<file path="src/rtl/sal_axi_traffic_gen.sv">
// AXI master traffic generator: INCR bursts from a base address with a fixed stride,
// bounded outstanding addresses per direction, optional write/read-back pattern check.
module sal_axi_traffic_gen #(
  parameter int ADDR_W      = 32,
  parameter int DATA_W      = 128,
  parameter int ID_W        = 4,
  parameter int NUM_TXN     = 16,
  parameter int MAX_OUTST   = 4,
  parameter int ADDR_STRIDE = 64
) (
  input  logic              clk,
  input  logic              rst_n,
  input  logic              start,
  input  logic [1:0]        mode,
  input  logic [ADDR_W-1:0] base_addr,
  input  logic [3:0]        burst_len,
  output logic              arvalid,
  input  logic              arready,
  output logic [ID_W-1:0]   arid,
  output logic [ADDR_W-1:0] araddr,
  output logic [3:0]        arlen,
  input  logic              rvalid,
  output logic              rready,
  input  logic [ID_W-1:0]   rid,
  input  logic [DATA_W-1:0] rdata,
  input  logic              rlast,
  output logic              awvalid,
  input  logic              awready,
  output logic [ID_W-1:0]   awid,
  output logic [ADDR_W-1:0] awaddr,
  output logic [3:0]        awlen,
  output logic              wvalid,
  input  logic              wready,
  output logic [DATA_W-1:0] wdata,
  output logic              wlast,
  input  logic              bvalid,
  output logic              bready,
  input  logic [ID_W-1:0]   bid,
  output logic              busy,
  output logic              done,
  output logic [15:0]       err_cnt,
  output logic [2:0]        dbg_state
);

  localparam int CNT_W = 17;
  localparam int OUT_W = 5;
  localparam logic [CNT_W-1:0]  NUM_C    = CNT_W'(NUM_TXN);
  localparam logic [OUT_W-1:0]  MAX_C    = OUT_W'(MAX_OUTST);
  localparam logic [ADDR_W-1:0] STRIDE_C = ADDR_W'(ADDR_STRIDE);
  localparam logic [ADDR_W-1:0] BEAT_C   = ADDR_W'(DATA_W / 8);

  typedef enum logic [2:0] {
    S_IDLE   = 3'd0,
    S_WR     = 3'd1,
    S_WAIT_B = 3'd2,
    S_RD     = 3'd3,
    S_WAIT_R = 3'd4,
    S_DONE   = 3'd5
  } state_t;

  function automatic logic [DATA_W-1:0] pattern(input logic [ADDR_W-1:0] a);
    logic [31:0] w;
    w = 32'(a) ^ 32'hA5A5_5A5A;
    return {(DATA_W / 32){w}};
  endfunction

  state_t              r_state;
  state_t              w_state_nxt;
  logic [1:0]          r_mode;
  logic [3:0]          r_len;
  logic                r_done3;
  logic [15:0]         r_err;

  logic [CNT_W-1:0]    r_aw_cnt, r_w_txn, r_b_cnt, r_ar_cnt, r_r_txn;
  logic [OUT_W-1:0]    r_wr_outst, r_rd_outst;
  logic [ADDR_W-1:0]   r_awaddr, r_araddr;
  logic [ADDR_W-1:0]   r_w_taddr, r_w_baddr, r_r_taddr, r_r_baddr;
  logic [3:0]          r_w_beat, r_r_beat;
  logic                r_awvalid, r_arvalid;

  logic                w_start_ok;
  logic                w_aw_hs, w_w_hs, w_b_hs, w_ar_hs, w_r_hs;
  logic [CNT_W-1:0]    w_aw_cnt_nxt, w_ar_cnt_nxt;
  logic [OUT_W-1:0]    w_wr_outst_nxt, w_rd_outst_nxt;
  logic                w_r_bad, w_b_bad, w_err_inc;

  // Valid/ready: a transfer happens on a cycle where valid and ready are both high at
  // the clock edge; address valids come from registers only and, once raised, hold
  // valid/addr/id/len unchanged until that transfer.
  assign busy      = (r_state != S_IDLE);
  assign done      = (r_state == S_DONE) || r_done3;
  assign rready    = busy;
  assign bready    = busy;
  assign err_cnt   = r_err;
  assign dbg_state = r_state;

  assign awvalid = r_awvalid;
  assign awaddr  = r_awaddr;
  assign awid    = ID_W'(r_aw_cnt);
  assign awlen   = r_len;
  assign arvalid = r_arvalid;
  assign araddr  = r_araddr;
  assign arid    = ID_W'(r_ar_cnt);
  assign arlen   = r_len;

  assign wvalid  = ((r_state == S_WR) || (r_state == S_WAIT_B)) && (r_w_txn < r_aw_cnt);
  assign wdata   = pattern(r_w_baddr);
  assign wlast   = (r_w_beat == r_len);

  assign w_start_ok = start && (r_state == S_IDLE);
  assign w_aw_hs    = r_awvalid && awready;
  assign w_w_hs     = wvalid && wready;
  assign w_b_hs     = bvalid && bready && ((r_state == S_WR) || (r_state == S_WAIT_B));
  assign w_ar_hs    = r_arvalid && arready;
  assign w_r_hs     = rvalid && rready && ((r_state == S_RD) || (r_state == S_WAIT_R));

  assign w_aw_cnt_nxt   = w_start_ok ? '0 : r_aw_cnt + CNT_W'(w_aw_hs);
  assign w_ar_cnt_nxt   = w_start_ok ? '0 : r_ar_cnt + CNT_W'(w_ar_hs);
  assign w_wr_outst_nxt = w_start_ok ? '0 : r_wr_outst + OUT_W'(w_aw_hs) - OUT_W'(w_b_hs);
  assign w_rd_outst_nxt = w_start_ok ? '0 :
                          r_rd_outst + OUT_W'(w_ar_hs) - OUT_W'(w_r_hs && rlast);

  // Read data is checked in order against the pattern of the expected beat address.
  assign w_r_bad   = (rid != ID_W'(r_r_txn)) || (rdata != pattern(r_r_baddr)) ||
                     (rlast != (r_r_beat == r_len));
  assign w_b_bad   = (bid != ID_W'(r_b_cnt));
  assign w_err_inc = (r_mode == 2'd2) && ((w_r_hs && w_r_bad) || (w_b_hs && w_b_bad));

  always_comb begin
    w_state_nxt = r_state;
    unique case (r_state)
      S_IDLE: begin
        if (start) begin
          if (mode == 2'd0)      w_state_nxt = S_RD;
          else if (mode != 2'd3) w_state_nxt = S_WR;
        end
      end
      S_WR:     if (r_aw_cnt == NUM_C) w_state_nxt = S_WAIT_B;
      S_WAIT_B: if (r_b_cnt == NUM_C)  w_state_nxt = (r_mode == 2'd2) ? S_RD : S_DONE;
      S_RD:     if (r_ar_cnt == NUM_C) w_state_nxt = S_WAIT_R;
      S_WAIT_R: if (r_r_txn == NUM_C)  w_state_nxt = S_DONE;
      S_DONE:   w_state_nxt = S_IDLE;
      default:  w_state_nxt = S_IDLE;
    endcase
  end

  always_ff @(posedge clk or posedge rst_n) begin
    if (rst_n) begin
      r_state <= S_IDLE;
      r_mode  <= '0;
      r_len   <= '0;
      r_done3 <= 1'b0;
      r_err   <= '0;
    end else begin
      r_state <= w_state_nxt;
      r_done3 <= w_start_ok && (mode == 2'd3);
      if (w_start_ok) begin
        r_mode <= mode;
        r_len  <= burst_len;
        r_err  <= '0;
      end else if (w_err_inc && (r_err != 16'hFFFF)) begin
        r_err <= r_err + 16'd1;
      end
    end
  end

  // Write direction: AW issue, W beats trailing accepted AWs, B collection.
  always_ff @(posedge clk or posedge rst_n) begin
    if (rst_n) begin
      r_awvalid  <= 1'b0;
      r_awaddr   <= '0;
      r_aw_cnt   <= '0;
      r_wr_outst <= '0;
      r_w_txn    <= '0;
      r_w_beat   <= '0;
      r_w_taddr  <= '0;
      r_w_baddr  <= '0;
      r_b_cnt    <= '0;
    end else begin
      r_aw_cnt   <= w_aw_cnt_nxt;
      r_wr_outst <= w_wr_outst_nxt;
      r_awvalid  <= (w_state_nxt == S_WR) && (w_aw_cnt_nxt < NUM_C) && (w_wr_outst_nxt < MAX_C);
      if (w_start_ok) begin
        r_awaddr  <= base_addr;
        r_w_txn   <= '0;
        r_w_beat  <= '0;
        r_w_taddr <= base_addr;
        r_w_baddr <= base_addr;
        r_b_cnt   <= '0;
      end else begin
        if (w_aw_hs) r_awaddr <= r_awaddr + STRIDE_C;
        if (w_w_hs) begin
          if (wlast) begin
            r_w_txn   <= r_w_txn + 1'b1;
            r_w_beat  <= '0;
            r_w_taddr <= r_w_taddr + STRIDE_C;
            r_w_baddr <= r_w_taddr + STRIDE_C;
          end else begin
            r_w_beat  <= r_w_beat + 4'd1;
            r_w_baddr <= r_w_baddr + BEAT_C;
          end
        end
        if (w_b_hs) r_b_cnt <= r_b_cnt + 1'b1;
      end
    end
  end

  // Read direction: AR issue and in-order R tracking.
  always_ff @(posedge clk or posedge rst_n) begin
    if (rst_n) begin
      r_arvalid  <= 1'b0;
      r_araddr   <= '0;
      r_ar_cnt   <= '0;
      r_rd_outst <= '0;
      r_r_txn    <= '0;
      r_r_beat   <= '0;
      r_r_taddr  <= '0;
      r_r_baddr  <= '0;
    end else begin
      r_ar_cnt   <= w_ar_cnt_nxt;
      r_rd_outst <= w_rd_outst_nxt;
      r_arvalid  <= (w_state_nxt == S_RD) && (w_ar_cnt_nxt < NUM_C) && (w_rd_outst_nxt < MAX_C);
      if (w_start_ok) begin
        r_araddr  <= base_addr;
        r_r_txn   <= '0;
        r_r_beat  <= '0;
        r_r_taddr <= base_addr;
        r_r_baddr <= base_addr;
      end else begin
        if (w_ar_hs) r_araddr <= r_araddr + STRIDE_C;
        if (w_r_hs) begin
          if (rlast) begin
            r_r_txn   <= r_r_txn + 1'b1;
            r_r_beat  <= '0;
            r_r_taddr <= r_r_taddr + STRIDE_C;
            r_r_baddr <= r_r_taddr + STRIDE_C;
          end else begin
            r_r_beat  <= r_r_beat + 4'd1;
            r_r_baddr <= r_r_baddr + BEAT_C;
          end
        end
      end
    end
  end

endmodule

</file>
<file path="config.mk">
export PLATFORM = sky130hd
export DESIGN_NAME = sal_axi_traffic_gen
export DESIGN_NICKNAME = d
export VERILOG_FILES = /design/src/rtl/sal_axi_traffic_gen.sv
export SDC_FILE = /design/constraint.sdc
export NUM_CORES = 1
export LEC_CHECK = 0
export ABC_AREA = 0
export BUFFER_PORTS_ARGS = -buffer_cell sky130_fd_sc_hd__buf_2
export CAP_MARGIN = 20
export CORE_ASPECT_RATIO = 0.8
export CORE_MARGIN = 2
export CORE_UTILIZATION = 25
export DETAILED_ROUTE_END_ITERATION = 7
export GPL_TIMING_DRIVEN = 0
export SLEW_MARGIN = 40
export SYNTH_ARGS = -nofsm -noshare
export SYNTH_HDL_FRONTEND = slang
export SYNTH_SLANG_ARGS = --single-unit
export TNS_END_PERCENT = 1
</file>
<file path="constraint.sdc">
create_clock -name clk -period 26 [get_ports clk]
set_input_delay 1.3 -clock clk [delete_from_list [all_inputs] [get_ports clk]]
set_output_delay 1.3 -clock clk [all_outputs]
set_load 0.01 [all_outputs]
</file>
==> results of run 1 <==
[Yosys cell counts (23+ instances only)]
cell | count | area share [%]
clkbuf_1 | 62 | 1.1
nor2_1 | 213 | 3.9
o21ai_0 | 77 | 1.9
a21oi_1 | 193 | 4.7
and3_1 | 69 | 2.1
buf_2 | 28 | 0.69
xnor2_1 | 158 | 6.8
dfrtp_1 | 317 | 39
nor3_1 | 64 | 1.6
inv_1 | 67 | 1.2
a31oi_1 | 23 | 0.71
nand3_1 | 104 | 2.6
nand4_1 | 76 | 2.3
nor4_1 | 35 | 1.1
buf_1 | 23 | 0.42
xor2_1 | 158 | 6.8
and4_1 | 27 | 1.2
ha_1 | 44 | 2.7
nand2_1 | 254 | 4.7
buf_4 | 135 | 5.0
[cells by family after synthesis]
| group | share of synthesized area, % |
|---|---|
| AO/OA/AOI/OAI | 12.2 |
| XOR/XNOR | 13.6 |
| adder cells (fa/ha/maj) | 2.90 |
| buffers and inverters | 8.72 |
| flip-flops | 38.9 |
| multiplexers | 0.785 |
| AND/OR/NAND/NOR | 23.0 |
[state kept, by name, indices dropped and copies added, names as in the netlist, 5 cells and up]
signal and cells:
r_ar_cnt 17, r_rd_outst 5, r_r_baddr 32, r_r_taddr 32, r_w_taddr 31, err_cnt 16
awaddr 27, r_r_txn 17, r_aw_cnt 17, r_b_cnt 17, r_w_txn 17, r_wr_outst 5
r_w_baddr 32, araddr 32
[worst max-delay path: stages]
cell      delay (ns)
clkbuf_1        0.45
o211ai_2        0.48
inv_1           0.31
buf_1           0.69
ha_1            0.22
inv_1           0.04
ha_1            0.20
fa_1            0.42
a21o_1          0.20
a21oi_1         0.20
xnor2_1         0.17
a21oi_1         0.10
or4b_1          0.48
or4_1           0.51
nor4_2          0.48
[routing by layer]
| layer | vias up | global-route usage [%] | routed length [um] |
|---|---|---|---|
| met3 | 142 | 6.19 | 9420 |
| met5 | - | 0 | 72 |
| li1 | 9085 | - | - |
| met4 | 12 | 7.12 | 2930 |
| met2 | 1026 | 30.4 | 37000 |
| met1 | 9294 | 26.9 | 36800 |
[path summary, 6_finish.rpt]
| path | start | depth (start not counted) | slack [ns] | endpoint |
|---|---|---|---|---|
| max | rlast | 15 | 20.14 | arvalid |
| min in group asynchronous | rst_n | 2 | 0.76 | err_cnt[4] |
| max reg2reg | dbg_state[2] | 16 | 20.26 | arvalid |
| min reg2reg | r_r_taddr[1] | 2 | 0.47 | r_r_taddr[1] |
| min | r_r_taddr[1] | 2 | 0.47 | r_r_taddr[1] |
| max in group asynchronous | rst_n | 4 | 24.17 | araddr[25] |
[area by class of cell]
class,count,area (sq um)
multi-input combinational,1733,10700
sequential,317,7930
inverter,67,259
timing repair buffer,423,2220
antenna,3,7.51
clock buffer,59,1180
tap,1092,1370
buffer,254,1540
clock inverter,16,194
fill,8626,55200
[placed cells by master, fill, tap and decap left out, drive strengths merged, types with 27 or more instances in the layout]
cell | netlist | final
nor3 | 67 | 67
nor2 | 215 | 215
o21ai | 78 | 78
buf | 190 | 613
nand3 | 105 | 105
a21oi | 195 | 195
clkbuf | 64 | 123
ha | 44 | 44
nand2 | 254 | 254
nor4 | 39 | 39
and4 | 27 | 27
and3 | 69 | 69
xnor2 | 158 | 158
inv | 67 | 69
xor2 | 158 | 158
nand4 | 76 | 76
dfrtp | 317 | 317
[power by group]
part           internal (mW)  total [mW]  switching (mW)  leakage (nW)
sequential             0.519       0.559          0.0401          4.25
clock                  0.341       0.586           0.245         0.673
combinational          0.109       0.230           0.121          7.15
[metrics by stage]
stage               instances  total power [mW]  utilization, %
floorplan                2371             0.702               -
global placement         3879             0.789            29.6
detailed placement       3886             0.796            29.8
CTS                      3961              1.38            31.5
global route             3963              1.43            31.5
finish                   3964              1.37            31.5
==> metrics, run 1 <==
fin crit share=a little under a quarter; DR vias=19600; worst path required time=about 26 ns; Finished Cell Area=around 25000 sq um; area of placed instances=roughly 24000 sq um; pwr/cell area=roughly 54 nW/um^2; CP max FO=10; Hold Buf Count CTS=0; CP Class=primary input to flip-flop; core area=between 80000 and 90000 sq um; total track usage=20.1%; row count=93; Sink Count=317; die width=323 um; TNS Setup=0 ns; RSZ-0062 raised after global routing=no; CTS tree=yes; Slew @ Worst Pin=approximately 0.93 ns; Post-synth EDFFs=0; pre-CTS setup slack=just under 20 ns; DRC=0; post-synthesis cell area=between 20000 and 25000 sq um; asr flop ratio synth=100%; peak supply drop=0.0394 mV; nets=3066; Critical Path Source Type=primary input; Worst-path clk slew=about 0.06 ns; final setup margin=20.14 ns; post-route ant nets=0; synth warn=0; Synth cell types=80; antenna violations before repair=10; # resized after CTS=0; IO buf count=approximately 420; Initial Utilization=25.3%; outcome=completed; Slew HR=38.1%; global-route congestion overflow total=0; die footprint=83900 sq um; Final Max Slew Viols=0; cts bufs inserted=between 40 and 50; initial DRC count=1926; Worst setup EP type=flip-flop; Setup Skew=0.0194 ns; Clock Tree Buf Depth=3; max-cap violation count=0; Post-Route WL=86200 um; routed length per instance=21.7 um; first-pass GRT wire length=124000 um; Initial DRT Pass Iterations=6; Tmin final=5.86 ns; global placement routability congestion=0.941; Die Height=259 um; buffers inserted by post-CTS timing repair=0; Clock Tree Root=clkbuf_16; clock latency on the worst-skew pair=0.59 ns; I/O Pins=418; layout cell share with drive strength beyond 1=24.5%; Hold Vio Cnt, Final=0; Cells after Synth=2371; worst hold-check path type=flip-flop to flip-flop; largest net degree at the start of global routing=74; Post-DP HPWL=roughly 67000 um; syn avg cell area=8.60 sq um; Critical Path AT=~6.3 ns; vias in the first global route=about 18000; Hold WS=~0.47 ns; Leakage=12.1 nW; Fmax=0.171 GHz; Via density=4.93; register area share after synthesis=38.9%; # H-tree levels=2; flip-flop and latch count after synthesis=between 300 and 400; Synth Flop Type=dfrtp_1; area delta synth->final=24.6%; post-synthesis net count=2600; # setup viols final=0
(Power assumes the default switching activity.)
==> inputs of run 2 (changes only) <==
--- a/config.mk
+++ b/config.mk
@@ -5,7 +5,7 @@
 export SDC_FILE = /design/constraint.sdc
 export NUM_CORES = 1
 export LEC_CHECK = 0
-export ABC_AREA = 0
+export ABC_AREA = 1
 export BUFFER_PORTS_ARGS = -buffer_cell sky130_fd_sc_hd__buf_2
 export CAP_MARGIN = 20
 export CORE_ASPECT_RATIO = 0.8
==> constraint.sdc (replaced) <==
create_clock -name clk -period 5.5 [get_ports clk]
set_input_delay 0.275 -clock clk [delete_from_list [all_inputs] [get_ports clk]]
set_output_delay 0.275 -clock clk [all_outputs]
set_load 0.01 [all_outputs]
==> metrics, run 2 <==
row count=100 (+7.5%); post-route ant nets=0 (unchanged); CP max FO=6 (-4); Via density=4.85 (-1.7%); Synth Flop Type=dfrtp_1; CP Class=flip-flop to flip-flop; # H-tree levels=2 (unchanged); routed length per instance=19.4 um (-11%); max incr delay on CP=0.65 ns (-0.04 ns); CTS tree=yes; worst hold-check path type=primary input to flip-flop; Critical Path Source Type=flip-flop; area delta synth->final=23.0%; Slew @ Worst Pin=0.824 ns (-0.105 ns); Hold Vio Cnt, Final=0 (unchanged); Initial Utilization=25.1% (-0.16 points); global placement routability congestion=0.952 (+1.1%); synth warn=0 (unchanged); peak supply drop=0.190 mV (+380%); met1 Use GR=28.8% (+1.9 points); Cells after Synth=3377 (+42%); share of the synthesized area in the top cell type=34.0% (-4.8 points); commonest cells after routing, fill and taps aside=nand2_1, buf_2, inv_1; total track usage=20.0% (-0.058 points); RSZ-0062 raised after global routing=no; vias in the first global route=22700 (+23%); die width=345 um (+6.8%); Critical Path AT=4.34 ns (-1.94 ns); largest net degree at the start of global routing=24 (-68%); Leakage=14.7 nW (+22%); DR vias=24700 (+27%); Sink Count=317 (unchanged); Final Max Slew Viols=0 (unchanged); most frequent CP cell=nand2_1; Fmax=0.256 GHz; Top delay family on crit path=simple AND/OR/NAND/NOR gates; # resized after CTS=0 (unchanged); Post-Route WL=99200 um (+15%); buffers and inverters on the worst path=1 (-3); leading cell type in the layout, fill and taps excluded=nand2_1; Tmin final=3.90 ns; worst path required time=5.94 ns (-20.47 ns); die footprint=95700 sq um (+14%); top cell type by total area after synthesis=dfrtp_1; Cell Chain, Critical Path=nor2_1 > nand2_1 > nand2_1 > nand2_1 > nor2_1 > ha_1 > inv_1 > ha_1 > fa_1 > nand2_1 > nand2_1 > a21oi_1 > nand2_1 > nand2_1 > nor2_1 > or3_1 > nor3_1; total power=6.85 mW (+400%); Synth cell types=61 (-24%); Worst-path clk slew=0.07 ns (about the same); Post-synth EDFFs=0 (unchanged); clock latency on the worst-skew pair=0.58 ns (about the same); met2 Resource Use GR=29.4% (-1.1 points); final cell count without fillers=5103 (+29%); I/O Pins=418 (unchanged); Top Usage Layer GRT=met2; antenna violations before repair=8 (-2); max-cap violation count=0 (unchanged); outcome=completed; register area share after synthesis=34.0% (-4.8 points); fin crit share=71.0%; post-synthesis cell area=23300 sq um (+14%); most frequent cell after synthesis=nand2_1; commonest cells in the netlist=nand2_1, inv_1, nor2_1; routing usage on met3=6.05% (-0.14 points); nets=4083 (+33%); Core Util, Final=30.9% (-0.62 points); IO buf count=417 (+0.24%); Post-DP HPWL=77100 um (+16%); flip-flop and latch count after synthesis=317 (unchanged); Slowest cell on crit path=nor2_1; initial DRC count=3014 (+56%); layout cell share with drive strength beyond 1=20.9% (-3.6 points); Worst setup EP type=flip-flop; Clock Tree Buf Depth=3 (unchanged); Slew HR=44.9% (+6.8 points); Placed Cells=5034 (+30%); core area=92700 sq um (+15%); pwr/cell area=239 nW/um^2 (+340%); cts bufs inserted=34 (-17%); # setup viols final=0 (unchanged); asr flop ratio synth=100% (unchanged); top post-synthesis cells by area=dfrtp_1, nand2_1, inv_1, nor2_1, buf_4; post-synthesis net count=3606 (+39%); first-pass GRT wire length=146000 um (+18%); global-route congestion overflow total=0 (unchanged); Die Height=277 um (+6.8%); Clock Tree Root=clkbuf_16; Setup Skew=0.0327 ns (+0.0133 ns); DRC=0 (unchanged); Initial DRT Pass Iterations=6 (unchanged); syn avg cell area=6.90 sq um (-20%)
==> run 2: changes by cell type after synthesis, moves of 48 or more <==
cell / before / now
nor2_1: 213 / 331
and3_1: 69 / 2
nand3_1: 104 / 217
inv_1: 67 / 402
o21ai_0: 77 / 159
nand2_1: 254 / 894
xor2_1: 158 / 110
a21oi_1: 193 / 95
xnor2_1: 158 / 80
==> run 2: metrics by stage <==
step	cell area [sq um]	TNS, ns	setup slack (ns)	hold WS, ns
floorplan	23300	0	1.00	0.385
global placement	26900	-423.92	-1.41	0.456
detailed placement	27300	0	1.74	0.324
CTS	28600	0	1.70	0.120
global route	28600	0	1.38	0.162
finish	28700	0	1.60	0.146
==> run 2: what timing repair did <==
action	in CTS	in global routing
setup buffers	0	0
endpoints found under the hold margin	22	0
hold buffers	8	0
==> run 2: path summary, 6_finish.rpt <==
| check | slack [ns] | end | cells after the start | startpoint |
|---|---|---|---|---|
| worst max register to register | 1.60 | arvalid | 17 | dbg_state[0] |
| worst min-delay path | 0.15 | r_r_baddr[25] | 5 | rlast |
| worst max-delay path | 1.60 | arvalid | 17 | dbg_state[0] |
| worst min register to register | 0.48 | r_r_taddr[0] | 2 | r_r_taddr[0] |
| max in group asynchronous | 3.41 | awaddr[31] | 11 | rst_n |
| min in group asynchronous | 0.30 | araddr[3] | 3 | rst_n |
==> run 2: metal layers <==
metal	up-vias	wire (um)
li1	11700	-
met1	11700	44100
met2	1262	41300
met3	128	11800
met4	0	1980
met5	-	0
==> run 2: power by group <==
group	internal [mW]	total, mW	switching (mW)
Sequential	2.48	2.65	0.168
Combinational	0.573	1.49	0.917
Clock	1.62	2.71	1.09
Total	4.67	6.85	2.17
==> run 2: final cells by class <==
type                       instances  area [sq um]
buffer                           246          1580
tap                             1224          1530
sequential                       317          7930
fill                           10100         64100
timing repair buffer             441          2560
inverter                         427          1610
multi-input combinational       2387         12200
clock inverter                    11           238
antenna                            3          7.51
clock buffer                      47          1010
==> run 2: cell families after synthesis <==
kind of cell / Yosys count / synth area share (%)
AO/OA/AOI/OAI: 429 / 10.6
XOR/XNOR: 190 / 7.14
adder cells (fa/ha/maj): 46 / 2.53
buffers and inverters: 673 / 13.7
flip-flops: 317 / 34.0
multiplexers: 1 / 0.0430
AND/OR/NAND/NOR: 1721 / 32.0
==> run 2: tightest hold or removal path, delay by kind of cell <==
| kind | cells | cell delay [ns] |
|---|---|---|
| AND/OR/NAND/NOR | 4 | 0.30 |
| buffers and inverters | 1 | 0.11 |
